$ cat config.mk
export PLATFORM = sky130hd
export DESIGN_NAME = digit_scan_ctrl
export DESIGN_NICKNAME = d
export VERILOG_FILES = /design/src/rtl/digit_scan_pkg.sv /design/src/rtl/onehot_n_dec.sv /design/src/rtl/digit_scan_ctrl.sv
export SDC_FILE = /design/constraint.sdc
export NUM_CORES = 1
export LEC_CHECK = 0
export ABC_AREA = 0
export CORE_MARGIN = 2
export CORE_UTILIZATION = 49
export CTS_BUF_LIST = sky130_fd_sc_hd__clkbuf_2
export DETAILED_ROUTE_END_ITERATION = 6
export PLACE_DENSITY = 0.71
export RECOVER_POWER = 100
export SLEW_MARGIN = 20
export SYNTH_ARGS = -nofsm -noshare
export SYNTH_HDL_FRONTEND = slang
export SYNTH_SLANG_ARGS = --single-unit
$ cat constraint.sdc
create_clock -name clk -period 2.3 [get_ports clk]
set_clock_uncertainty 0.2 [all_clocks]
set_input_delay 0.46 -clock clk [delete_from_list [all_inputs] [get_ports clk]]
set_output_delay 0.46 -clock clk [all_outputs]
set_load 0.005 [all_outputs]
$ cat src/rtl/digit_scan_pkg.sv
// Shared types and default constants for the multiplexed digit scanner.
// Macro DIGIT_SCAN_DEADTIME_EN adds the all-off GUARD state between digits.
package digit_scan_pkg;

  localparam int unsigned DefNDigits  = 4;
  localparam int unsigned DefDiv      = 50000;
  localparam int unsigned DefGuardCyc = 2;

`ifdef DIGIT_SCAN_DEADTIME_EN
  typedef enum logic [1:0] {
    StIdle  = 2'd0,
    StDrive = 2'd1,
    StGuard = 2'd2
  } scan_state_e;
`else
  typedef enum logic [1:0] {
    StIdle  = 2'd0,
    StDrive = 2'd1
  } scan_state_e;
`endif

endpackage

$ cat src/rtl/onehot_n_dec.sv
// Index to active-low one-hot decoder; all-ones when disabled or index out of range.
module onehot_n_dec #(
  parameter int unsigned N = 4,
  parameter int unsigned W = (N > 1) ? $clog2(N) : 1
) (
  input  logic [W-1:0] i_idx,
  input  logic         i_en,
  output logic [N-1:0] o_an_n
);

  always_comb begin
    o_an_n = '1;
    if (i_en && (32'(i_idx) < N)) begin
      o_an_n[i_idx] = 1'b0;
    end
  end

endmodule

$ cat src/rtl/digit_scan_ctrl.sv
// Time-multiplexed digit scanner with registered active-low anode outputs.
// Define DIGIT_SCAN_DEADTIME_EN to insert GUARD_CYC all-off cycles between digits.
module digit_scan_ctrl
  import digit_scan_pkg::*;
#(
  parameter int unsigned N_DIGITS  = DefNDigits,
  parameter int unsigned DIV       = DefDiv,
  parameter int unsigned GUARD_CYC = DefGuardCyc,
  localparam int unsigned SEL_W    = $clog2(N_DIGITS)
) (
  input  logic                clk,
  input  logic                rst,
  input  logic                en,
  input  logic [N_DIGITS-1:0] blank_mask,
  output logic [N_DIGITS-1:0] an,
  output logic [SEL_W-1:0]    sel,
  output logic                frame_start
);

  localparam int unsigned PRESC_W = $clog2(DIV);
  localparam logic [PRESC_W-1:0] PrescLast = PRESC_W'(DIV - 1);
  localparam logic [SEL_W-1:0] IdxLast = SEL_W'(N_DIGITS - 1);

  if (N_DIGITS < 2 || N_DIGITS > 16 || DIV < 2 || GUARD_CYC < 1) begin : g_param_check
    $error("digit_scan_ctrl: illegal parameter value");
  end

  scan_state_e         r_state, w_state_d;
  logic [SEL_W-1:0]    r_idx, w_idx_d, w_idx_next;
  logic [PRESC_W-1:0]  r_presc, w_presc_d;
  logic                w_frame_d;
  logic                w_drive_on;
  logic [N_DIGITS-1:0] w_an_d;
  logic [N_DIGITS-1:0] r_an;
  logic [SEL_W-1:0]    r_sel;
  logic                r_frame;

`ifdef DIGIT_SCAN_DEADTIME_EN
  localparam int unsigned GUARD_W = (GUARD_CYC > 1) ? $clog2(GUARD_CYC) : 1;
  localparam logic [GUARD_W-1:0] GuardLast = GUARD_W'(GUARD_CYC - 1);
  logic [GUARD_W-1:0] r_gcnt, w_gcnt_d;
`endif

  assign w_idx_next = (r_idx == IdxLast) ? '0 : r_idx + 1'b1;

  always_comb begin
    w_state_d = r_state;
    w_idx_d   = r_idx;
    w_presc_d = r_presc;
    w_frame_d = 1'b0;
`ifdef DIGIT_SCAN_DEADTIME_EN
    w_gcnt_d  = r_gcnt;
`endif
    if (!en) begin
      w_state_d = StIdle;
      w_idx_d   = '0;
      w_presc_d = '0;
`ifdef DIGIT_SCAN_DEADTIME_EN
      w_gcnt_d  = '0;
`endif
    end else begin
      case (r_state)
        StIdle: begin
          w_state_d = StDrive;
          w_idx_d   = '0;
          w_presc_d = '0;
          w_frame_d = 1'b1;
        end
        StDrive: begin
          if (r_presc == PrescLast) begin
            w_presc_d = '0;
`ifdef DIGIT_SCAN_DEADTIME_EN
            w_state_d = StGuard;
            w_gcnt_d  = '0;
`else
            w_idx_d   = w_idx_next;
            w_frame_d = (w_idx_next == '0);
`endif
          end else begin
            w_presc_d = r_presc + 1'b1;
          end
        end
`ifdef DIGIT_SCAN_DEADTIME_EN
        StGuard: begin
          if (r_gcnt == GuardLast) begin
            w_gcnt_d  = '0;
            w_state_d = StDrive;
            w_idx_d   = w_idx_next;
            w_frame_d = (w_idx_next == '0);
          end else begin
            w_gcnt_d  = r_gcnt + 1'b1;
          end
        end
`endif
        default: begin
          w_state_d = StIdle;
          w_idx_d   = '0;
          w_presc_d = '0;
        end
      endcase
    end
  end

  // Outputs are decoded from next-state so an, sel and frame_start land in the same cycle.
  assign w_drive_on = (w_state_d == StDrive) && !blank_mask[w_idx_d];

  onehot_n_dec #(
    .N(N_DIGITS),
    .W(SEL_W)
  ) u_dec (
    .i_idx (w_idx_d),
    .i_en  (w_drive_on),
    .o_an_n(w_an_d)
  );

  always_ff @(posedge clk) begin
    if (rst) begin
      r_state <= StIdle;
      r_idx   <= '0;
      r_presc <= '0;
      r_an    <= '1;
      r_sel   <= '0;
      r_frame <= 1'b0;
    end else begin
      r_state <= w_state_d;
      r_idx   <= w_idx_d;
      r_presc <= w_presc_d;
      r_an    <= w_an_d;
      r_sel   <= w_idx_d;
      r_frame <= w_frame_d;
    end
  end

`ifdef DIGIT_SCAN_DEADTIME_EN
  always_ff @(posedge clk) begin
    if (rst) begin
      r_gcnt <= '0;
    end else begin
      r_gcnt <= w_gcnt_d;
    end
  end
`endif

  assign an          = r_an;
  assign sel         = r_sel;
  assign frame_start = r_frame;

endmodule

## Word level (Yosys, flattened, before mapping)

Cells that the tools add are included.

- Flip-flop bits (word level): 25
- Input bits: 7
- Output and inout port bits: 7
- Word-level logic and storage cells: 37

- $add $sub $neg: 2
- Magnitude comparators: 2
- Equal/unequal tests: 4
- Mux-type cells: 12
- Bitwise gates (word level): 4
- Reduce and logical (&&, ||, !) cells: 8

Operator list:

| operator | count |
|---|---|
| 16-bit by 1-bit adder with 16-bit output (second input constant) | 1 |
| 16-bit equality test (second input constant) | 1 |
| 2-bit 2-to-1 mux | 5 |
| 2-bit by 1-bit equality test with 1-bit output (second input constant) | 2 |
| 2-bit zero test | 2 |
| 4-bit NOT | 1 |
| 2-bit one-hot mux with 2 select lines | 1 |
| 2-bit OR reduction | 2 |
| 4-bit OR reduction | 1 |
| 2-bit by 3-bit < comparator with 1-bit output (second input constant) | 1 |
| 1-bit 2-to-1 mux | 3 |
| 1-bit NOT | 3 |
| 2-bit by 1-bit adder with 2-bit output (second input constant) | 1 |
| 1-bit binary-select mux with 2-bit select | 1 |
| 1-bit demux with 2-bit select | 1 |
| 2-bit equality test (second input constant) | 1 |
| 2-bit by 1-bit greater-or-equal comparator with 1-bit output (second input constant) | 1 |
| 1-bit logical AND | 2 |
| 1-bit one-hot mux with 2 select lines | 1 |
| 1-bit zero test | 1 |

## Logic depth before layout (Yosys ltp)

Gate-level depths: netlist of the first run.

- Depth after elaboration: 11
- Depth in mapped cells: 6
- Mapped depth without buffers: 5

## Hierarchy

From an unflattened synthesis of the first run, not the netlist that was laid out.

- Cells, all modules: 120
- Area, all modules: 1,117.3 µm²

By module, submodules not included:

| module | instances | cells an instance | area each (µm²) | seq. area each (µm²) |
|---|---|---|---|---|
| digit_scan_ctrl | 1 | 116 | 1,088.5 | 500.5 |
| onehot_n_dec | 1 | 4 | 28.8 | 0.0 |

## Worst setup path before layout of the first run

OpenSTA, ideal clock, no wires.

- Path type: reg2reg
- From: register r_presc[4]
- To: register r_an[2], in the netlist an[2]
- Setup time: 0.114 ns
- Arrival: 1.838 ns
- Data required time: 1.986 ns
- Setup slack: 0.148 ns
- Stages on the path, launching flop included: 5
- Path buffers: 0
- Clock period less this slack: 2.152 ns
- Cell sequence: dfxtp_1 > or4_1 > or4_4 > a2111o_1 > a21o_1

- Word-level cells in the longest chain between the ends: 10
- Elaborated cells between the ends (all ways): 16
- Classes of those cells: order compare (2); eq/ne (1); mux (7); bitwise (2); reduce/logical (4)

Ends and longest elaborated chain:

| element | RTL line | text |
|---|---|---|
| start: declaration | digit_scan_ctrl.sv:30 | `logic [PRESC_W-1:0] r_presc, w_presc_d;` |
| start signal: assignment | digit_scan_ctrl.sv:127 | `r_presc <= w_presc_d;` |
| 16-bit equality test * | digit_scan_ctrl.sv:70 | `if (r_presc == PrescLast) begin` |
| 2-bit 2-to-1 mux * | digit_scan_ctrl.sv:70 |  |
| 2-bit 2-to-1 mux * | digit_scan_ctrl.sv:62 | `case (r_state)` |
| 2-bit 2-to-1 mux * | digit_scan_ctrl.sv:54 | `if (!en) begin` |
| branches (longest 6 deep; another with 2-bit by 3-bit < comparator with 1-bit output) | n/a |  |
| end signal: assignment | digit_scan_ctrl.sv:128 | `r_an <= w_an_d;` |
| end: declaration | digit_scan_ctrl.sv:34 | `logic [N_DIGITS-1:0] r_an;` |

Every way passes the cells marked *. The select of a mux whose other input is x is not followed.
A chain may end at the register's enable or synchronous reset.

## Worst setup path in the final report of the first run

Ends and elaborated chain as after synthesis.

==> results of run 1 <==
[flip-flops by register name (all words and copies together) (netlist names)]
register / flops
sel: 2
frame_start: 1
an: 4
r_presc: 16
r_state: 2
[worst max-delay path by stage]
| stage | startpoint | end | depth (start not counted) |
|---|---|---|---|
| finish | r_presc[4]$_SDFF_PP0_ | an[2]$_SDFF_PP1_ | 4 |
| global route | r_presc[4]$_SDFF_PP0_ | an[1]$_SDFF_PP1_ | 5 |
| CTS | r_presc[4]$_SDFF_PP0_ | an[2]$_SDFF_PP1_ | 4 |
| detailed placement | en | r_presc[8]$_SDFF_PP0_ | 6 |
| global placement | r_presc[4]$_SDFF_PP0_ | an[2]$_SDFF_PP1_ | 4 |
| floorplan | r_presc[4]$_SDFF_PP0_ | an[2]$_SDFF_PP1_ | 4 |
[per-layer routing]
layer,GRT usage,up-vias,share of wire
met2,0.286,25,0.50
met3,0.0259,2,0.042
met1,0.178,408,0.45
met4,0.0658,0,0.0076
met5,0,-,0
li1,-,453,-
[kinds of logic (layout without fill, tap and decap cells)]
| kind of cell | Yosys count | in the layout |
|---|---|---|
| and+or+nand+nor | 62 | 62 |
| muxes | 2 | 2 |
| xor gates and xnor gates | 14 | 14 |
| buffers and inverters | 8 | 26 |
| other | 1 | 1 |
| AOI/OAI and AO/OA | 8 | 8 |
| DFF | 25 | 25 |
| adders and majority gates | 3 | 3 |
[layout make-up]
class,instances,area [µm²],share of cell area
multi-input cells,90,571,0.438
inverters,6,22.5,0.0173
repair buffers,16,153,0.117
clock buffers,4,20.0,0.0154
flip-flops and latches,25,500,0.385
well taps,28,35.0,0.0269
[critical path, stage by stage, from the launching register on]
cell	delay, ns
dfxtp_1	0.39
or4_1	0.54
or4_4	0.54
a2111o_1	0.36
a21o_1	0.15
[cell usage after synthesis (all sizes together)]
cell type,count,area (µm²)
a2111o,1,11.3
xor2,1,8.76
ha,3,37.5
nand3,6,30.0
and3,2,15.0
o21bai,1,7.51
or3b,1,8.76
mux2i,2,20.0
nor2,28,105
nor3,4,20.0
nand2,7,26.3
nand4bb,1,27.5
xnor2,13,114
o21ai,2,10.0
or4,2,18.8
a21oi,1,5.00
dfxtp,25,500
nand4b,1,8.76
o21a,1,7.51
nand4,4,25.0
conb,1,3.75
clkbuf,1,13.8
nor4,4,25.0
buf,1,7.51
and3b,2,17.5
a21o,1,7.51
a221o,1,10.0
inv,6,22.5
[power by group through the flow]
stage                     Combinational (mW)  Sequential, mW  Clock (mW)
after floorplan                      0.00651           0.447           0
after global placement                0.0199           0.447           0
after detailed placement              0.0200           0.448           0
after CTS                             0.0203           0.439       0.174
after global routing                  0.0212           0.440       0.190
final                                 0.0193           0.439       0.168
[through the flow]
stage	hold slack, ns	instances	total power [mW]	setup WS (ns)	util
5_1_grt	0.336	169	0.652	0.0164	0.594
2_1_floorplan	0.229	123	0.454	0.148	-
3_3_place_gp	0.241	165	0.467	0.104	0.585
4_1_cts	0.299	169	0.634	0.0583	0.594
6_report	0.295	169	0.626	0.0569	0.594
3_5_place_dp	0.253	165	0.468	0.0821	0.585
==> results.json, run 1 <==
{
  "hold_buffers": 0,
  "place_area_mm2": 0.00128,
  "slew_viol_final": 0,
  "max_freq_mhz": 446,
  "post_cts_buffers": 0,
  "path_max_fanout": 5,
  "layout_min_cycle_time_ns": 2.24,
  "whs_path_depth": 1,
  "cts-root-buf": "clkbuf_2",
  "worstReg2RegEnd": "an[2]$_SDFF_PP1_",
  "synth_top_family_by_area": "simple AND/OR/NAND/NOR gates",
  "areaGrowthSynthToFinish_pct": 16.7,
  "track_usage": 0.156,
  "gp_congestion": 0.745,
  "viasPerCell": 5.25,
  "clk_pin_slew_ns": 0.22,
  "start_kind": "flip-flop",
  "final-hold-violation-count": 0,
  "drive_above_1_share": 0.0851,
  "min-delay-start": "r_presc[0]$_SDFF_PP0_",
  "setup_viol": 0,
  "dieHeight_um": 51.7,
  "hpwlAfterDp_mm": 1.34,
  "cts_tree": "done",
  "final.setup.tns_ns": 0,
  "synth_area_mm2": 0.00111,
  "p_clk_frac": 0.268,
  "yosysUniqueCellTypes": 29,
  "holdPathEnd": "r_presc[0]$_SDFF_PP0_",
  "powerDensity_mw_per_mm2": 481,
  "synth_xor_area_frac": 0.110,
  "dr_total_vias": 888,
  "drcViolationCount": 0,
  "htreeDepth": 1,
  "layout_common_cells": "nor2_1 (28), dfxtp_1 (25), xnor2_1 (13)",
  "ys_seq_elements": 25,
  "p_seq_frac": 0.701,
  "status": "finished, final reports clean",
  "ys_seq_area_frac": 0.449,
  "r2r-start": "r_presc[4]$_SDFF_PP0_",
  "grt_max_degree": 16,
  "post_cts_resized": 0,
  "die_w_um": 51.7,
  "io_pins": 14,
  "fill_cells": 195,
  "cts_made_buffers": 3,
  "yosysWarnings": 0,
  "p_int_mw": 0.497,
  "crit_arrival_ns": 2.30,
  "drtPass1Iterations": 4,
  "grt_overflow": 0,
  "maxCapViolCount": 0,
  "worstSetupPathType": "flip-flop to flip-flop",
  "routed_wl_mm": 1.84,
  "yosys.area_share.adder": 0.0337,
  "p_leak_nw": 0.438,
  "final_common_cell": "nor2_1",
  "grt_pass1_vias": 786,
  "syn-num-nets": 133,
  "grt_pass1_wl_mm": 3.16,
  "vdd_drop_max_uv": 270,
  "place.port_buffers": 13,
  "r2r_cells": 4,
  "hold_class": "flip-flop to flip-flop",
  "clock-sinks": 25,
  "nNetsFinal": 152,
  "insertion_delay_ns": 0.33,
  "wl_per_cell_um": 10.9,
  "core_region_area_mm2": 0.00219,
  "muxShareOfSynthArea": 0.0180,
  "synth_cells": 123,
  "endpoint_kind": "flip-flop",
  "synth_simple_gate_area_frac": 0.294,
  "synth_area_per_cell_um2": 9.06,
  "period_share": 0.975,
  "start_util": 0.509,
  "die_area_mm2": 0.00267,
  "synth_compound_area_frac": 0.0527,
  "ant_nets": 0,
  "switching_share": 0.207,
  "first_iter_violations": 23,
  "rows": 17,
  "comb_power_share": 0.031,
  "cp_data_required_time_ns": 2.36,
  "reg2reg_slack_ns": 0.06,
  "diodes": 0,
  "antenna_found_initial": 0,
  "clock_path_buffers": 2,
  "switchingPower_mw": 0.129,
  "rsz0062_at_grt": "no",
  "design_area_mm2": 0.00130
}
Note: power is estimated with default switching activity, not from simulation.
==> run 2, diff against run 1 <==
- CORE_MARGIN: 2 -> default
- TNS_END_PERCENT: default -> 50
==> run 2 against run 1 <==
Worst setup slack improved by 0.037 ns. Sequential share of layout area decreased by 0.18 points. Count of clock-buffer cells in the layout unchanged. Sequential cell count unchanged. Critical path depth did not move. Power rose by 0.37%. Non-clock buffer count increased by 1. Critical path type unchanged. Largest cell class unchanged.
==> results.json, run 2 (synthesis results as in run 1) <==
{
  "powerDensity_mw_per_mm2": 481,
  "start_kind": "flip-flop",
  "max_freq_mhz": 453,
  "start_util": 0.546,
  "dp.cells": 165,
  "drive_above_1_share": 0.0915,
  "final-hold-violation-count": 0,
  "final_common_cell": "nor2_1",
  "core_region_area_mm2": 0.00204,
  "grt_pass1_wl_mm": 3.29,
  "setup_ws_ns": 0.0935,
  "place.port_buffers": 13,
  "diodes": 0,
  "first_iter_violations": 14,
  "layout_min_cycle_time_ns": 2.21,
  "clk_pin_slew_ns": 0.22,
  "io_pins": 14,
  "crit_arrival_ns": 2.27,
  "pre_cts_ws_ns": 0.0684,
  "post_cts_buffers": 0,
  "period_share": 0.959,
  "maxCapViolCount": 0,
  "wl_per_cell_um": 10.7,
  "status": "finished, final reports clean",
  "viasPerCell": 5.17,
  "slew_viol_final": 0,
  "cts_made_buffers": 3,
  "htreeDepth": 1,
  "setup_viol": 0,
  "die_w_um": 49.7,
  "final.setup.tns_ns": 0,
  "top_usage_layer": "met2",
  "cts_tree": "done",
  "min-delay-start": "r_presc[0]$_SDFF_PP0_",
  "reg2reg_slack_ns": 0.09,
  "insertion_delay_ns": 0.33,
  "routed_wl_mm": 1.81,
  "rsz0062_at_grt": "no",
  "worstSetupPathType": "flip-flop to flip-flop",
  "cp_data_required_time_ns": 2.37,
  "instances_no_fill": 169,
  "r2r_cells": 4,
  "ant_nets": 0,
  "clock-sinks": 25,
  "endpoint_kind": "flip-flop",
  "grtUsageMet1": 0.189,
  "grt_overflow": 0,
  "cts-root-buf": "clkbuf_2",
  "worstReg2RegEnd": "an[2]$_SDFF_PP1_",
  "grt_pass1_vias": 823,
  "grtUsageMet3": 0.0679,
  "grt_max_degree": 16,
  "whs_path_depth": 1,
  "path_max_fanout": 3,
  "fill_cells": 183,
  "hold_class": "flip-flop to flip-flop",
  "layout_common_cells": "nor2_1 (28), dfxtp_1 (25), xnor2_1 (13)",
  "drtPass1Iterations": 4,
  "rows": 16,
  "fin_util": 0.640,
  "gp_congestion": 0.776,
  "die_area_mm2": 0.00247,
  "antenna_found_initial": 0,
  "largest_reg_flops": 16,
  "post_cts_resized": 0,
  "areaGrowthSynthToFinish_pct": 17.3,
  "hpwlAfterDp_mm": 1.34,
  "drcViolationCount": 0,
  "grtUsageMet2": 0.309,
  "r2r-start": "r_presc[7]$_SDFF_PP0_",
  "vdd_drop_max_uv": 421,
  "dr_total_vias": 873,
  "nNetsFinal": 153,
  "power_mw": 0.628,
  "dieHeight_um": 49.7,
  "top_register": "r_presc",
  "hold_buffers": 0,
  "clock_path_buffers": 2,
  "track_usage": 0.172,
  "holdPathEnd": "r_presc[0]$_SDFF_PP0_",
  "p_leak_nw": 0.443
}
[run 2: cell types whose count changed in the layout (fill, tap and decap cells not counted), sizes merged]
cell,change
buf,+1
[run 2: stage by stage]
stage                     hold WS [ns]  instance area, µm²
after floorplan                  0.229                1110
after global placement           0.247                1290
after detailed placement         0.258                1290
after CTS                        0.302                1310
after global routing             0.345                1310
final                            0.298                1310
[run 2: critical path: stages, from the launching register on]
cell and delay (ns):
dfxtp_1 0.39, or4_1 0.50, or4_4 0.54, a2111o_1 0.36, a21o_1 0.16
[run 2: power breakdown]
part | switching [mW] | total [mW] | internal, mW
clock network | 0.124 | 0.170 | 0.0460
registers | 0.00194 | 0.439 | 0.437
logic | 0.00587 | 0.0193 | 0.0134
total | 0.132 | 0.628 | 0.497
[run 2: metal layers]
layer / share of wire / wire, µm
met1: 0.47 / 858
met2: 0.48 / 867
met3: 0.045 / 82
met4: 0 / 0
met5: 0 / 0
[run 2: final cells by class]
| class | instances | area [µm²] | share of cell area |
|---|---|---|---|
| clock buffers | 4 | 20.0 | 0.0153 |
| inverters | 6 | 22.5 | 0.0172 |
| multi-input cells | 90 | 571 | 0.436 |
| flip-flops and latches | 25 | 500 | 0.383 |
| well taps | 27 | 33.8 | 0.0258 |
| repair buffers | 17 | 160 | 0.122 |
[run 2: how the worst max path moves through the flow]
| stage | depth (start not counted) | to | start |
|---|---|---|---|
| 3_5_place_dp | 5 | an[2]$_SDFF_PP1_ | en |
| 2_1_floorplan | 4 | an[2]$_SDFF_PP1_ | r_presc[4]$_SDFF_PP0_ |
| 4_1_cts | 4 | an[2]$_SDFF_PP1_ | r_presc[7]$_SDFF_PP0_ |
| 3_3_place_gp | 5 | an[2]$_SDFF_PP1_ | en |
| 5_1_grt | 4 | an[2]$_SDFF_PP1_ | r_presc[7]$_SDFF_PP0_ |
| 6_report | 4 | an[2]$_SDFF_PP1_ | r_presc[7]$_SDFF_PP0_ |
==> run 3, diff against run 2 <==
- CORE_UTILIZATION: 49 -> 48
- CTS_BUF_LIST: sky130_fd_sc_hd__clkbuf_2 -> default
- PLACE_DENSITY: 0.71 -> 0.69
==> run 3 against run 2 <==
First-iteration DRC count increased by 57%. Utilization decreased by 4.4 points. Register-to-register slack about the same. Critical path type unchanged. Sequential power about the same. Clock power increased by 14%. Via count decreased by 1.3%. Worst hold slack got worse by 0.020 ns. Power increased by 3.7%.
==> results.json, run 3 (synthesis results as in run 1) <==
{
  "min-delay-start": "r_presc[0]$_SDFF_PP0_",
  "insertion_delay_ns": 0.32,
  "reg2reg_slack_ns": 0.08,
  "pre_cts_ws_ns": 0.0896,
  "ant_nets": 0,
  "period_share": 0.965,
  "maxCapViolCount": 0,
  "p_int_mw": 0.517,
  "worstReg2RegEnd": "an[2]$_SDFF_PP1_",
  "p_clk_frac": 0.298,
  "switchingPower_mw": 0.134,
  "post_cts_buffers": 0,
  "max_freq_mhz": 451,
  "htreeDepth": 1,
  "viasPerCell": 5.10,
  "core_region_area_mm2": 0.00219,
  "drtPass1Iterations": 6,
  "place_area_mm2": 0.00128,
  "path_depth": 4,
  "comb_power_share": 0.030,
  "wl_per_cell_um": 11.0,
  "nNetsFinal": 152,
  "path_buf_inv": 0,
  "clock-sinks": 25,
  "path_max_fanout": 5,
  "p_leak_nw": 0.436,
  "hold_ws_ns": 0.278,
  "crit_chain": "or4_1 -> or4_4 -> a2111o_1 -> a21o_1",
  "final_common_cell": "nor2_1",
  "track_usage": 0.166,
  "worstSetupStartpoint": "r_presc[4]$_SDFF_PP0_",
  "clk_pin_slew_ns": 0.13,
  "dr_total_vias": 862,
  "path_delay_family": "simple AND/OR/NAND/NOR gates",
  "antenna_found_initial": 0,
  "routed_wl_mm": 1.86,
  "grt_overflow": 0,
  "worstSetupPathType": "flip-flop to flip-flop",
  "status": "finished, final reports clean",
  "place.port_buffers": 13,
  "gp_congestion": 0.780,
  "post_cts_resized": 0,
  "cp-endpoint": "an[2]$_SDFF_PP1_",
  "rows": 17,
  "hpwlAfterDp_mm": 1.34,
  "p_seq_frac": 0.672,
  "setup_ws_ns": 0.0809,
  "diodes": 0,
  "drcViolationCount": 0,
  "hold_buffers": 0,
  "cts-root-buf": "clkbuf_4",
  "clock_path_buffers": 2,
  "crit_arrival_ns": 2.25,
  "fin_util": 0.597,
  "setup_viol": 0,
  "die_w_um": 50.2,
  "grt_max_degree": 16,
  "grt_pass1_wl_mm": 3.11,
  "cp_data_required_time_ns": 2.33,
  "final.setup.tns_ns": 0,
  "crit_slowest_cell": "or4_4",
  "r2r_cells": 4,
  "start_util": 0.509,
  "hold_class": "flip-flop to flip-flop",
  "final-hold-violation-count": 0,
  "grt_pass1_vias": 758,
  "top_register": "r_presc",
  "switching_share": 0.206,
  "grtUsageMet1": 0.198,
  "rsz0062_at_grt": "no",
  "layout_common_cells": "nor2_1 (28), dfxtp_1 (25), xnor2_1 (13)",
  "slowest_delay_ns": 0.54,
  "drive_above_1_share": 0.0780,
  "layout_min_cycle_time_ns": 2.22,
  "cts_tree": "done",
  "areaGrowthSynthToFinish_pct": 17.3,
  "powerDensity_mw_per_mm2": 498,
  "grtUsageMet2": 0.282,
  "io_pins": 14,
  "grtUsageMet3": 0.0273,
  "first_iter_violations": 22,
  "dieHeight_um": 50.2,
  "cts_made_buffers": 3,
  "die_area_mm2": 0.00252,
  "r2r-start": "r_presc[4]$_SDFF_PP0_",
  "start_kind": "flip-flop",
  "design_area_mm2": 0.00131,
  "top_usage_layer": "met2",
  "endpoint_kind": "flip-flop",
  "vdd_drop_max_uv": 334,
  "largest_reg_flops": 16,
  "slew_viol_final": 0
}
[run 3: changes by cell type in the layout (fill, tap and decap cells not counted)]
cell and delta:
buf_4 -1, clkbuf_2 -4, clkbuf_1 +1, clkbuf_4 +3
[run 3: worst min path at each step]
stage / endpoint / slack (ns) / depth (start not counted)
after floorplan: r_presc[0]$_SDFF_PP0_ / 0.23 / 1
after global placement: r_presc[0]$_SDFF_PP0_ / 0.26 / 1
after detailed placement: r_presc[0]$_SDFF_PP0_ / 0.26 / 1
after CTS: r_presc[0]$_SDFF_PP0_ / 0.29 / 1
after global routing: r_presc[0]$_SDFF_PP0_ / 0.31 / 1
final: r_presc[0]$_SDFF_PP0_ / 0.28 / 1
[run 3: layout make-up]
type / count / area [µm²]
Clock buffer: 4 / 26.3
Fill cell: 199 / 883
Inverter: 6 / 22.5
Multi-Input combinational cell: 90 / 571
Sequential cell: 25 / 500
Tap cell: 28 / 35.0
Timing Repair Buffer: 16 / 153
[run 3: layer usage]
| layer | routed length, µm | share of wire |
|---|---|---|
| met1 | 870 | 0.47 |
| met2 | 862 | 0.46 |
| met3 | 84 | 0.045 |
| met4 | 42 | 0.023 |
| met5 | 0 | 0 |
[run 3: power groups by stage]
| stage | clock, mW | sequential, mW | combinational, mW |
|---|---|---|---|
| floorplan | 0 | 0.447 | 0.00651 |
| global placement | 0 | 0.448 | 0.0202 |
| detailed placement | 0 | 0.448 | 0.0203 |
| CTS | 0.201 | 0.438 | 0.0206 |
| global route | 0.216 | 0.439 | 0.0215 |
| finish | 0.194 | 0.438 | 0.0196 |
[run 3: stage by stage]
step | std cells | total power [mW]
after floorplan | 123 | 0.454
after global placement | 165 | 0.468
after detailed placement | 165 | 0.468
after CTS | 169 | 0.660
after global routing | 169 | 0.676
final | 169 | 0.651
